## src/rtl/replacing_tag_directory.sv

```systemverilog
// Purpose: fully associative tag directory with exact recency order, victim selection and explicit eviction.
// Latency: lookup and allocation choice are combinational from registered state; updates land on the next clock edge.
// Backpressure: none; allocate, search and evict are accepted every cycle. Optional macro REPLACING_TAG_DIRECTORY_SEARCH_TOUCH_EN makes search hits refresh recency (LRU instead of FIFO).
module replacing_tag_directory #(
  parameter  int WIDTH       = 8,
  parameter  int DEPTH       = 16,
  localparam int INDEX_WIDTH = $clog2(DEPTH),
  localparam int COUNT_WIDTH = $clog2(DEPTH + 1)
) (
  input  logic                   clock,
  input  logic                   reset,
  output logic                   full,
  output logic                   empty,
  output logic [COUNT_WIDTH-1:0] count,
  input  logic                   allocate_enable,
  input  logic [WIDTH-1:0]       allocate_tag,
  output logic [INDEX_WIDTH-1:0] allocate_index,
  output logic                   allocate_victim_valid,
  output logic [WIDTH-1:0]       allocate_victim_tag,
  input  logic                   search_enable,
  input  logic [WIDTH-1:0]       search_tag,
  output logic                   search_hit,
  output logic [INDEX_WIDTH-1:0] search_index,
  input  logic                   evict_enable,
  input  logic [INDEX_WIDTH-1:0] evict_index
);

  // Registered directory state; age 0 is the most recently written or touched entry.
  logic [DEPTH-1:0]       valid_q;
  logic [WIDTH-1:0]       tag_q [DEPTH];
  logic [INDEX_WIDTH-1:0] age_q [DEPTH];

  logic [DEPTH-1:0]       valid_d;
  logic [WIDTH-1:0]       tag_d [DEPTH];
  logic [INDEX_WIDTH-1:0] age_d [DEPTH];

  logic                   dup_found;
  logic [INDEX_WIDTH-1:0] dup_index;
  logic                   free_found;
  logic [INDEX_WIDTH-1:0] free_index;
  logic                   oldest_found;
  logic [INDEX_WIDTH-1:0] oldest_index;
  logic [INDEX_WIDTH-1:0] oldest_age;

  logic                   evict_hit;
  logic                   touch_hit;
  logic [INDEX_WIDTH-1:0] touch_age;
  logic                   alloc_was_valid;
  logic [INDEX_WIDTH-1:0] alloc_age;

  // Occupancy flags and population count of the valid vector.
  always_comb begin
    count = '0;
    for (int i = 0; i < DEPTH; i++) begin
      if (valid_q[i]) begin
        count = count + COUNT_WIDTH'(1);
      end
    end
    full  = &valid_q;
    empty = ~|valid_q;
  end

  // Lookup: descending scan so the lowest matching index wins.
  always_comb begin
    search_hit   = 1'b0;
    search_index = '0;
    for (int i = DEPTH - 1; i >= 0; i--) begin
      if (search_enable && valid_q[i] && (tag_q[i] == search_tag)) begin
        search_hit   = 1'b1;
        search_index = INDEX_WIDTH'(i);
      end
    end
  end

  // Candidate entries for allocation: existing copy of the tag, lowest free slot, oldest valid entry.
  always_comb begin
    dup_found    = 1'b0;
    dup_index    = '0;
    free_found   = 1'b0;
    free_index   = '0;
    oldest_found = 1'b0;
    oldest_index = '0;
    oldest_age   = '0;
    for (int i = DEPTH - 1; i >= 0; i--) begin
      if (valid_q[i] && (tag_q[i] == allocate_tag)) begin
        dup_found = 1'b1;
        dup_index = INDEX_WIDTH'(i);
      end
      if (!valid_q[i]) begin
        free_found = 1'b1;
        free_index = INDEX_WIDTH'(i);
      end
    end
    for (int i = 0; i < DEPTH; i++) begin
      if (valid_q[i] && (!oldest_found || (age_q[i] > oldest_age))) begin
        oldest_found = 1'b1;
        oldest_index = INDEX_WIDTH'(i);
        oldest_age   = age_q[i];
      end
    end
  end

  // Allocation priority: reuse a duplicate, then fill a hole, and only then displace the oldest entry.
  always_comb begin
    allocate_index        = '0;
    allocate_victim_valid = 1'b0;
    allocate_victim_tag   = '0;
    if (dup_found) begin
      allocate_index = dup_index;
    end else if (free_found) begin
      allocate_index = free_index;
    end else begin
      allocate_index        = oldest_index;
      allocate_victim_valid = 1'b1;
      allocate_victim_tag   = tag_q[oldest_index];
    end
  end

  // Next state applied in order evict -> touch -> allocate so the allocated entry always ends youngest.
  always_comb begin
    valid_d         = valid_q;
    tag_d           = tag_q;
    age_d           = age_q;
    touch_hit       = 1'b0;
    touch_age       = '0;
    alloc_was_valid = 1'b0;
    alloc_age       = '0;

    // An allocation landing on the evicted slot overrides the eviction.
    evict_hit = evict_enable && valid_q[evict_index] &&
                !(allocate_enable && (allocate_index == evict_index));
    if (evict_hit) begin
      for (int j = 0; j < DEPTH; j++) begin
        if (valid_q[j] && (age_q[j] > age_q[evict_index])) begin
          age_d[j] = age_q[j] - INDEX_WIDTH'(1);
        end
      end
      valid_d[evict_index] = 1'b0;
      age_d[evict_index]   = '0;
    end

`ifdef REPLACING_TAG_DIRECTORY_SEARCH_TOUCH_EN
    touch_hit = search_hit && valid_d[search_index] &&
                !(allocate_enable && (allocate_index == search_index));
`endif
    if (touch_hit) begin
      touch_age = age_d[search_index];
      for (int j = 0; j < DEPTH; j++) begin
        if (valid_d[j] && (age_d[j] < touch_age)) begin
          age_d[j] = age_d[j] + INDEX_WIDTH'(1);
        end
      end
      age_d[search_index] = '0;
    end

    if (allocate_enable) begin
      alloc_was_valid = valid_d[allocate_index];
      alloc_age       = age_d[allocate_index];
      for (int j = 0; j < DEPTH; j++) begin
        if ((INDEX_WIDTH'(j) != allocate_index) && valid_d[j] &&
            (!alloc_was_valid || (age_d[j] < alloc_age))) begin
          age_d[j] = age_d[j] + INDEX_WIDTH'(1);
        end
      end
      valid_d[allocate_index] = 1'b1;
      tag_d[allocate_index]   = allocate_tag;
      age_d[allocate_index]   = '0;
    end
  end

  // State register; reset overrides every same-cycle request.
  always_ff @(posedge clock) begin
    if (reset) begin
      valid_q <= '0;
      for (int i = 0; i < DEPTH; i++) begin
        tag_q[i] <= '0;
        age_q[i] <= '0;
      end
    end else begin
      valid_q <= valid_d;
      for (int i = 0; i < DEPTH; i++) begin
        tag_q[i] <= tag_d[i];
        age_q[i] <= age_d[i];
      end
    end
  end

endmodule

```

## config.mk

```make
export PLATFORM = sky130hd
export DESIGN_NAME = replacing_tag_directory
export DESIGN_NICKNAME = d
export VERILOG_FILES = /design/src/rtl/replacing_tag_directory.sv
export SDC_FILE = /design/constraint.sdc
export NUM_CORES = 1
export LEC_CHECK = 0
export CORE_ASPECT_RATIO = 0.7
export CORE_MARGIN = 2
export CORE_UTILIZATION = 29
export DETAILED_ROUTE_END_ITERATION = 16
export GPL_ROUTABILITY_DRIVEN = 1
export PLACE_DENSITY = 0.49
export SYNTH_ARGS = -nofsm -noshare
export SYNTH_HDL_FRONTEND = slang
export SYNTH_SLANG_ARGS = --single-unit
```

## constraint.sdc

```tcl
create_clock -name clock -period 28.4 [get_ports clock]
set_clock_uncertainty 0.1 [all_clocks]
set_input_delay 5.68 -clock clock [delete_from_list [all_inputs] [get_ports clock]]
set_output_delay 5.68 -clock clock [all_outputs]
set_load 0.02 [all_outputs]
```

Yosys cells after proc, flatten, opt, wreduce, memory -nomap -nowiden
Cells that the tools add are included.
Word-level totals
  latch bits: 0
  bits in read-only memories: 0
  input bits: 25
  bits in registers: 208
  logic and storage cells: 619
  RAM bits: 0
  output and inout port bits: 25
  memories kept: 0
Operators by class
  shift-type cells: 0
  $lt $le $gt $ge: 56
  equality and inequality tests: 48
  multipliers: 0
  multiplexer cells: 255
  bitwise logic cells: 10
  reductions and logical operators: 170
  $add $sub $neg: 47
  divide/modulo/power cells: 0
Operators by type and width (number)
  2-to-1 mux 4 bit: 149
  equality test 8 bit: 32
  AND 64 bit: 2
  bitwise mux 128 bit: 1
  2-to-1 mux 64 bit: 2
  NOT 64 bit: 2
  greater-than comparator 4 bit: 31
  logical AND 1 bit: 118
  adder 5 x 1 -> 5 bit (second input constant): 15
  2-to-1 mux 5 bit: 15
  2-to-1 mux 1 bit: 71
  adder 4 x 1 -> 4 bit (second input constant): 16
  < comparator 4 bit: 16
  subtractor 4 x 1 -> 4 bit (second input constant): 16
  2-to-1 mux 8 bit: 5
  binary-select mux 4 bit (select 4 bit): 2
  binary-select mux 8 bit (select 4 bit): 1
  demux 4 bit (select 4 bit): 2
  demux 8 bit (select 4 bit): 1
  2-to-1 mux 16 bit: 2
  != test 4 bit (first input constant): 8
  logical OR 1 bit: 31
  logical NOT 1 bit: 18
  AND 16 bit: 1
  16 further kinds: 29

Depth between registers and ports, before layout
Gate-level depths: netlist (run 1).
  word-level depth: 80
  depth in mapped cells: 154
  depth with buffers taken out: 148

Worst setup path after synthesis (run 1)
OpenSTA, ideal clock, no wires.
  kind: register to output
  start: register valid_q[0]
  end: output allocate_victim_tag[1]
  setup slack: -920 ps
  data arrival time: 23540 ps
  buffers on the path: 5
  cell stages (with the launch flop): 128
  data required time: 22620 ps
  cells stage by stage: dfxtp_1 -> clkbuf_1 -> nand2_1 -> ha_1 -> nand2_1 -> o21bai_1 -> a21oi_1 -> mux2_2 -> ha_1 -> nand4_1 -> o21ai_0 -> a21oi_1 -> nor2_1 -> a21oi_1 -> inv_1 -> ha_1 -> nor2b_1 -> o31ai_1 -> [... 92 more ...] -> ha_1 -> nor2b_1 -> o21ai_0 -> nand2b_1 -> a21oi_1 -> o32ai_1 -> nand2_1 -> nand2_1 -> a31o_2 -> o21bai_1 -> nand2b_1 -> clkbuf_1 -> buf_1 -> clkbuf_1 -> mux2i_1 -> a211oi_1 -> a21oi_1 -> o22ai_1
On the way
  word-level cells in the longest chain between the ends: 67
  elaborated cells between the ends (all ways): 114
  classes of those cells: 15 x order compare; 52 x mux; 1 x bitwise; 46 x reduce/logical
RTL lines
  start: declaration: RTL line 29  | logic [DEPTH-1:0] valid_q;
  start signal: assignment: RTL line 180  | valid_q <= valid_d;
  2-to-1 mux 4 bit or 2-to-1 mux 1 bit (tied branches): RTL line 95  | if (valid_q[i] && (!oldest_found || (age_q[i] > oldest_age))) begin
  greater-than comparator 4 bit or logical NOT 1 bit (tied branches): RTL line 95
  logical OR 1 bit: RTL line 95
  logical AND 1 bit: RTL line 95
  2-to-1 mux 4 bit or 2-to-1 mux 1 bit (tied branches): RTL line 95
  greater-than comparator 4 bit or logical NOT 1 bit (tied branches): RTL line 95
  logical OR 1 bit: RTL line 95
  logical AND 1 bit: RTL line 95
  [... 50 more ...]
  logical OR 1 bit: RTL line 95
  logical AND 1 bit: RTL line 95
  2-to-1 mux 4 bit: RTL line 95
  NOT 4 -> 5 bit (not written as such): RTL line 115  | allocate_victim_tag = tag_q[oldest_index];
  binary-select mux 8 bit (select 4 bit): RTL line 115
  2-to-1 mux 8 bit (not written as such) (2 in a row): RTL line 115
  2-to-1 mux 8 bit: RTL line 110  | end else if (free_found) begin
  2-to-1 mux 8 bit *: RTL line 108  | if (dup_found) begin
  end: declaration: RTL line 19  | output logic [WIDTH-1:0] allocate_victim_tag,
Mark *: on every way between the ends. The rest lies on a longest branch, timed or not. The select of a mux whose other input is x is not followed.

Worst setup path in the final report (run 1)
  start: register valid_q[0]
  end: output allocate_victim_tag[7]
Same word-level chain as after synthesis.

==> summary.txt, run 1 <==
Run status
  – Violated checks: negative setup slack
  – Status: complete, but fails checks

Timing
  – Fmax: 0.0351 GHz
  – Minimum clock period: 28530 ps
  – # setup viols final: 8
  – WHS: 414 ps
  – Final worst slack: -130 ps
  – Final Max Tran Viols: 0
  – Setup TNS: -522 ps
  – Worst-margin pin slew: 1190 ps
  – Unrepaired setup endpoints after global routing: yes
  – Final hold vios: 0
  – Fin crit share: 100%
  – Worst slew margin: 20.3%

Synth
  – Synth cell types: 112
  – Largest family of logic cells by synthesized area: simple AND/OR/NAND/NOR gates
  – Sequential fraction of the synthesis area: 17.5%
  – Most common cell in the netlist: nand2_1
  – Syn_area_per_cell: 7.36 um^2
  – Total nets after synthesis: 3456
  – Synth area leaders: dfxtp_1 17%, ha_1 10%, xnor2_1 7.1%
  – Mapped Area: 0.0238 mm^2
  – Mapped Cells: 3235
  – Area share of fa/ha/maj cells after synthesis: 10.5%
  – Post-synth EDFFs: 0
  – Synth Area in XOR/XNOR: 11.4%
  – Post-synth ARST share: 0%
  – Multiplexer area fraction after synthesis: 7.72%
  – Simple-gate share of the synthesized area: 24.6%
  – Area leader, netlist: dfxtp_1
  – Top cells by count, synth: 389 x nand2_1, 291 x a21oi_1, 242 x nor2_1, 208 x dfxtp_1, 196 x ha_1
  – Top-area cell type share of the netlist area: 17.5%
  – Top_reg_cell synth: dfxtp_1
  – Post-synthesis compound-gate area fraction: 22.2%
  – Ys Warns: 0
  – Synth Register Bits: 208

CTS
  – CTS tree: yes
  – CTS Sinks: 208
  – H-tree levels: 1
  – Hold_buf cts: 0
  – CTS Buffer Depth: 3
  – Root Driver: clkbuf_16
  – Clock Latency Late Sink: 590 ps
  – Cts bufs inserted: 27
  – Worst-path clk slew: 60 ps

Detailed routing
  – WL met1: 54800 um
  – WL met3: 13600 um
  – Highest routed layer: met5
  – DRT Wirelength: 113000 um
  – Via count: 26300
  – DRT Pass-1 Iters: 6
  – WL per Instance: 25.1 um
  – Vias per cell: 5.84
  – # DRC: 0
  – Met2 Wirelength: 42700 um
  – Post-DRT Antenna Nets: 0
  – Initial DRC count: 3467

GRT
  – Pin count of the biggest net entering global routing: 75
  – First-pass GRT wire length: 162000 um
  – Vias in the first global route: 23400
  – Gr usage total: 25.2%
  – Initial antenna violation count: 5
  – Grt ovf: 0

Worst setup path
  – Worst path most repeated cell: ha_4
  – Crit path from: valid_q[0]
  – Worst R2R Setup Slack: 1760 ps
  – CP Launch Type: register
  – R2R cell count: 136
  – CP Depth: 125
  – CP Buf/Inv Count: 17
  – Slowest CP cell: dfxtp_4
  – Crit path capture type: primary output
  – Crit path kind: register to primary output
  – Worst flop-to-flop path endpoint: age_q[47]
  – Worst Path Required: 22620 ps
  – CP max stage delay: 420 ps
  – Critical path peak fanout: 6
  – Reg2reg start: valid_q[0]
  – Crit path to: allocate_victim_tag[7]
  – Largest delay contributor family on the critical path: compound AO/OA/AOI/OAI gates
  – CP arrival: 22750 ps

Pwr
  – Pwr Density: 28.1 mW/mm^2
  – P_int: 555 uW
  – NetSw: 270 uW
  – Logic pwr share: 22.2%
  – Sequential power share: 36.0%
  – Overall power: 825 uW
  – Net Sw Frac: 32.7%
  – Static Leak: 0.0111 uW
  – Worst IR Drop VDD: 0.0000513 V
  – Clock Power Share: 41.8%

Floorplanning
  – Core area: 0.0809 mm^2
  – Row count: 87
  – Die W: 346 um
  – I/O Pins: 50
  – Die H: 244 um
  – Die footprint: 0.0844 mm^2
  – Initial Util: 29.4%

Worst hold path
  – Hold path startpoint: tag_q[24]
  – Worst min-delay path class: register to register

Placement
  – RePlAce Congestion: 1.01
  – Placement Setup Slack: -1090 ps
  – Port-buffer cells: 49
  – Final HPWL DP: 81900 um

Cells and area
  – Layout cells sized above 1: 21.2%
  – Final net count: 3639
  – Synthesis-to-layout area growth: 23.6%

Flow run
  – MaxCap Viol Count: 0
[layer usage]
metal  vias to the layer above  track usage (%)
met5                         -                0
li1                      12100                -
met1                     12700             40.0
met3                       124             6.44
met4                         4             4.43
met2                      1380             33.2
[stage by stage]
step | instances | instance area [um^2] | utilization (%)
3_3_place_gp | 4401 | 26800 | 33.1
4_1_cts | 4475 | 28300 | 35.0
5_1_grt | 4500 | 29400 | 36.4
2_1_floorplan | 3235 | 23900 | -
6_report | 4501 | 29400 | 36.4
3_5_place_dp | 4401 | 26800 | 33.1
[state kept, by name, summed over array words and instances (netlist names)]
register	count
age_q	64
valid_q	16
tag_q	128
[layout make-up]
type | instances | area, um^2
Fill cell | 8399 | 51500
Multi-Input combinational cell | 2673 | 19600
Sequential cell | 208 | 4170
Antenna cell | 1 | 2.50
Clock inverter | 10 | 115
Timing Repair Buffer | 348 | 2870
Tap cell | 1068 | 1340
Inverter | 160 | 606
Clock buffer | 33 | 728
[kinds of logic (layout without fill, tap and decap cells)]
kind of cell / after synthesis / count (layout)
multiplexers: 145 / 145
other: 0 / 1
flip-flops: 208 / 208
buffers and inverters: 356 / 551
adder cells (fa/ha/maj): 201 / 201
XOR/XNOR: 309 / 309
AND/OR/NAND/NOR: 1220 / 1222
AO/OA/AOI/OAI: 796 / 796
[how the worst min path moves through the flow]
stage               cells past startpoint  slack, ps        end
global placement                        2        410  tag_q[24]
CTS                                     2        410  tag_q[24]
global route                            2        440  tag_q[24]
finish                                  2        410  tag_q[24]
detailed placement                      2        410  tag_q[24]
floorplan                               2        380  tag_q[68]
[cell usage in the layout (no fill, tap or decap), types with 115 or more instances in the layout]
master | Yosys | layout
ha_1 | 196 | 167
dfxtp_1 | 208 | 204
inv_1 | 154 | 143
nor2_1 | 242 | 218
xor2_1 | 115 | 115
buf_4 | 4 | 278
nand2_1 | 389 | 377
xnor2_1 | 193 | 193
nand3_1 | 173 | 168
a21oi_1 | 291 | 254
[worst reg2reg max path: cells and delay by family (launching register included)]
family,cells,cell delay [ps]
AOI/OAI and AO/OA,58,11830
muxes,13,3510
buffers and inverters,19,3100
DFF,1,420
and+or+nand+nor,30,3540
adders and majority gates,16,4070
[timing repair]
action / CTS / global route
pin swaps: 42 / 79
gates resized for setup: 153 / 202
cloned: 3 / 5
endpoints found under the setup margin: 12 / 45
setup buffers: 29 / 27
[power by group through the flow]
stage / registers (uW) / clock network (uW) / logic, uW
floorplan: 302 / 0 / 107
global placement: 303 / 0 / 168
detailed placement: 303 / 0 / 167
CTS: 297 / 351 / 172
global route: 297 / 362 / 194
finish: 297 / 345 / 183
Power figures use the tool's default switching activity.
==> run 2: changes to the inputs <==
- CORE_MARGIN: 2 -> unset
==> run 2 against run 1 <==
Compared with the run above:
- the flow still finishes with violations (negative setup slack)
- global-route usage is 1.3 points higher
- critical path depth rose by 10
- largest power group unchanged
- fmax is 0.38% higher
- power up 2.1%
- largest cell class unchanged
- register-to-register slack lost 520 ps
- core utilization rose by 0.73 points
==> summary.txt, run 2 (same netlist as run 1, synthesis figures left out) <==
Timing
  – Fin crit share: 100%
  – Fmax: 0.0352 GHz
  – Worst slew margin: 12.1%
  – Final worst slack: -22.9 ps
  – Final hold vios: 0
  – Worst-margin pin slew: 1320 ps
  – Minimum clock period: 28420 ps
  – # setup viols final: 3
  – Final Max Tran Viols: 0
  – Unrepaired setup endpoints after global routing: yes

Worst setup path
  – Crit path from: valid_q[0]
  – CP Launch Type: register
  – Worst Path Required: 22620 ps
  – Worst path most repeated cell: buf_4
  – CP Buf/Inv Count: 29
  – Reg2reg start: valid_q[0]
  – CP arrival: 22640 ps
  – Critical path peak fanout: 8
  – Crit path capture type: primary output
  – Crit path kind: register to primary output
  – Slowest CP cell: dfxtp_4
  – Largest delay contributor family on the critical path: compound AO/OA/AOI/OAI gates
  – CP max stage delay: 410 ps

Placement
  – Final HPWL DP: 83300 um
  – Port-buffer cells: 49
  – Placement Setup Slack: -1220 ps
  – Post-Place Cells: 4404
  – RePlAce Congestion: 1.02

Cells and area
  – Max reg flops: 128
  – Synthesis-to-layout area growth: 26.1%
  – Fillers: 8414
  – Non-filler cells, final: 4553
  – Final net count: 3686
  – Post-layout util: 37.1%
  – Layout cells sized above 1: 22.6%
  – Most common cell after layout, fill and taps aside: nand2_1
  – Largest regs: tag_q (128), age_q (64), valid_q (16)
  – Commonest cells after routing, fill and taps aside: 378 x nand2_1, 319 x buf_4, 249 x a21oi_1, 223 x nor2_1, 207 x dfxtp_1
  – Largest reg by FF count: tag_q

GRT
  – First-pass GRT wire length: 167000 um
  – Gr usage total: 26.5%
  – Pin count of the biggest net entering global routing: 77
  – Initial antenna violation count: 2
  – Vias in the first global route: 24000
  – Grt ovf: 0

Pwr
  – Pwr Density: 28.1 mW/mm^2
  – Worst IR Drop VDD: 0.0000399 V
  – Overall power: 843 uW
  – Static Leak: 0.0113 uW

CTS
  – H-tree levels: 1
  – Clock Latency Late Sink: 590 ps
  – CTS tree: yes
  – CTS Sinks: 208
  – Root Driver: clkbuf_16
  – Cts bufs inserted: 26
  – CTS Buffer Depth: 3
  – Worst-path clk slew: 60 ps

Run status
  – Status: complete, but fails checks
  – Violated checks: negative setup slack

Floorplanning
  – Die H: 242 um
  – I/O Pins: 50
  – Initial Util: 29.4%
  – Die footprint: 0.0833 mm^2
  – Core area: 0.0809 mm^2
  – Die W: 344 um
  – Row count: 87

Detailed routing
  – Initial DRC count: 3534
  – Via count: 26500
  – Post-DRT Antenna Nets: 0
  – DRT Wirelength: 115000 um
  – WL per Instance: 25.3 um
  – Vias per cell: 5.81
  – # DRC: 0
  – DRT Pass-1 Iters: 5

Worst hold path
  – Hold path startpoint: tag_q[71]
  – Worst min-delay path class: register to register

Flow run
  – MaxCap Viol Count: 0
-- run 2: changes by cell type in the layout (fill, tap and decap cells not counted), moves of 4 or more --
cell     delta
a21oi_1     -5
a21oi_4     +5
buf_12      +4
buf_4      +41
mux2_2      +4
mux2_4      -4
mux2i_4     +5
nor2_1      +5
nor2_2      -6
-- run 2: layout make-up --
| cell class | instances | area (um^2) | area share, % |
|---|---|---|---|
| inverter | 160 | 608 | 2.03 |
| clock buffer | 33 | 738 | 2.46 |
| tap | 1068 | 1340 | 4.45 |
| timing repair buffer | 397 | 3330 | 11.1 |
| clock inverter | 14 | 160 | 0.534 |
| multi-input combinational | 2672 | 19700 | 65.5 |
| antenna | 1 | 2.50 | 0.00834 |
| sequential | 208 | 4170 | 13.9 |
-- run 2: repair_timing --
item,in CTS,in global routing
endpoints found under the setup margin,12,76
hold buffers,0,0
buffers inserted,69,30
pin swaps,36,97
gates cloned,5,3
resized for setup,135,244
-- run 2: final timing paths --
check / to / slack (ps) / cells past startpoint
max: allocate_victim_tag[6] / -20 / 135
min: tag_q[71] / 420 / 2
min reg2reg: tag_q[71] / 420 / 2
max reg2reg: age_q[47] / 1240 / 153
-- run 2: worst reg2reg max path: cells and delay by family (launching register included) --
| family | cells | cell delay (ps) |
|---|---|---|
| fa+ha+maj | 16 | 4060 |
| mux | 7 | 2060 |
| flops | 1 | 410 |
| buf+inv | 40 | 5470 |
| xor+xnor | 1 | 210 |
| simple gates | 28 | 2840 |
| compound gates | 61 | 11920 |
-- run 2: power breakdown --
group | internal, uW | total [uW] | switching, uW
combinational | 64.1 | 185 | 121
clock | 211 | 360 | 149
sequential | 294 | 297 | 3.80
-- run 2: routing by layer --
| layer | global-route usage, % | vias to the layer above | part of all wire (%) |
|---|---|---|---|
| li1 | - | 12200 | - |
| met1 | 42.2 | 12800 | 49 |
| met2 | 34.3 | 1332 | 38 |
| met3 | 6.90 | 149 | 12 |
| met4 | 5.02 | 0 | 2.1 |
| met5 | 0 | - | 0 |
-- run 2: metrics by stage --
| step | TNS, ps | cell area (um^2) | hold WS [ps] |
|---|---|---|---|
| finish | -44.2 | 30000 | 424 |
| floorplan | 0 | 23900 | 381 |
| global route | -9300 | 30000 | 439 |
| global placement | -4720 | 26800 | 401 |
| CTS | 0 | 28700 | 419 |
| detailed placement | -10670 | 26800 | 409 |
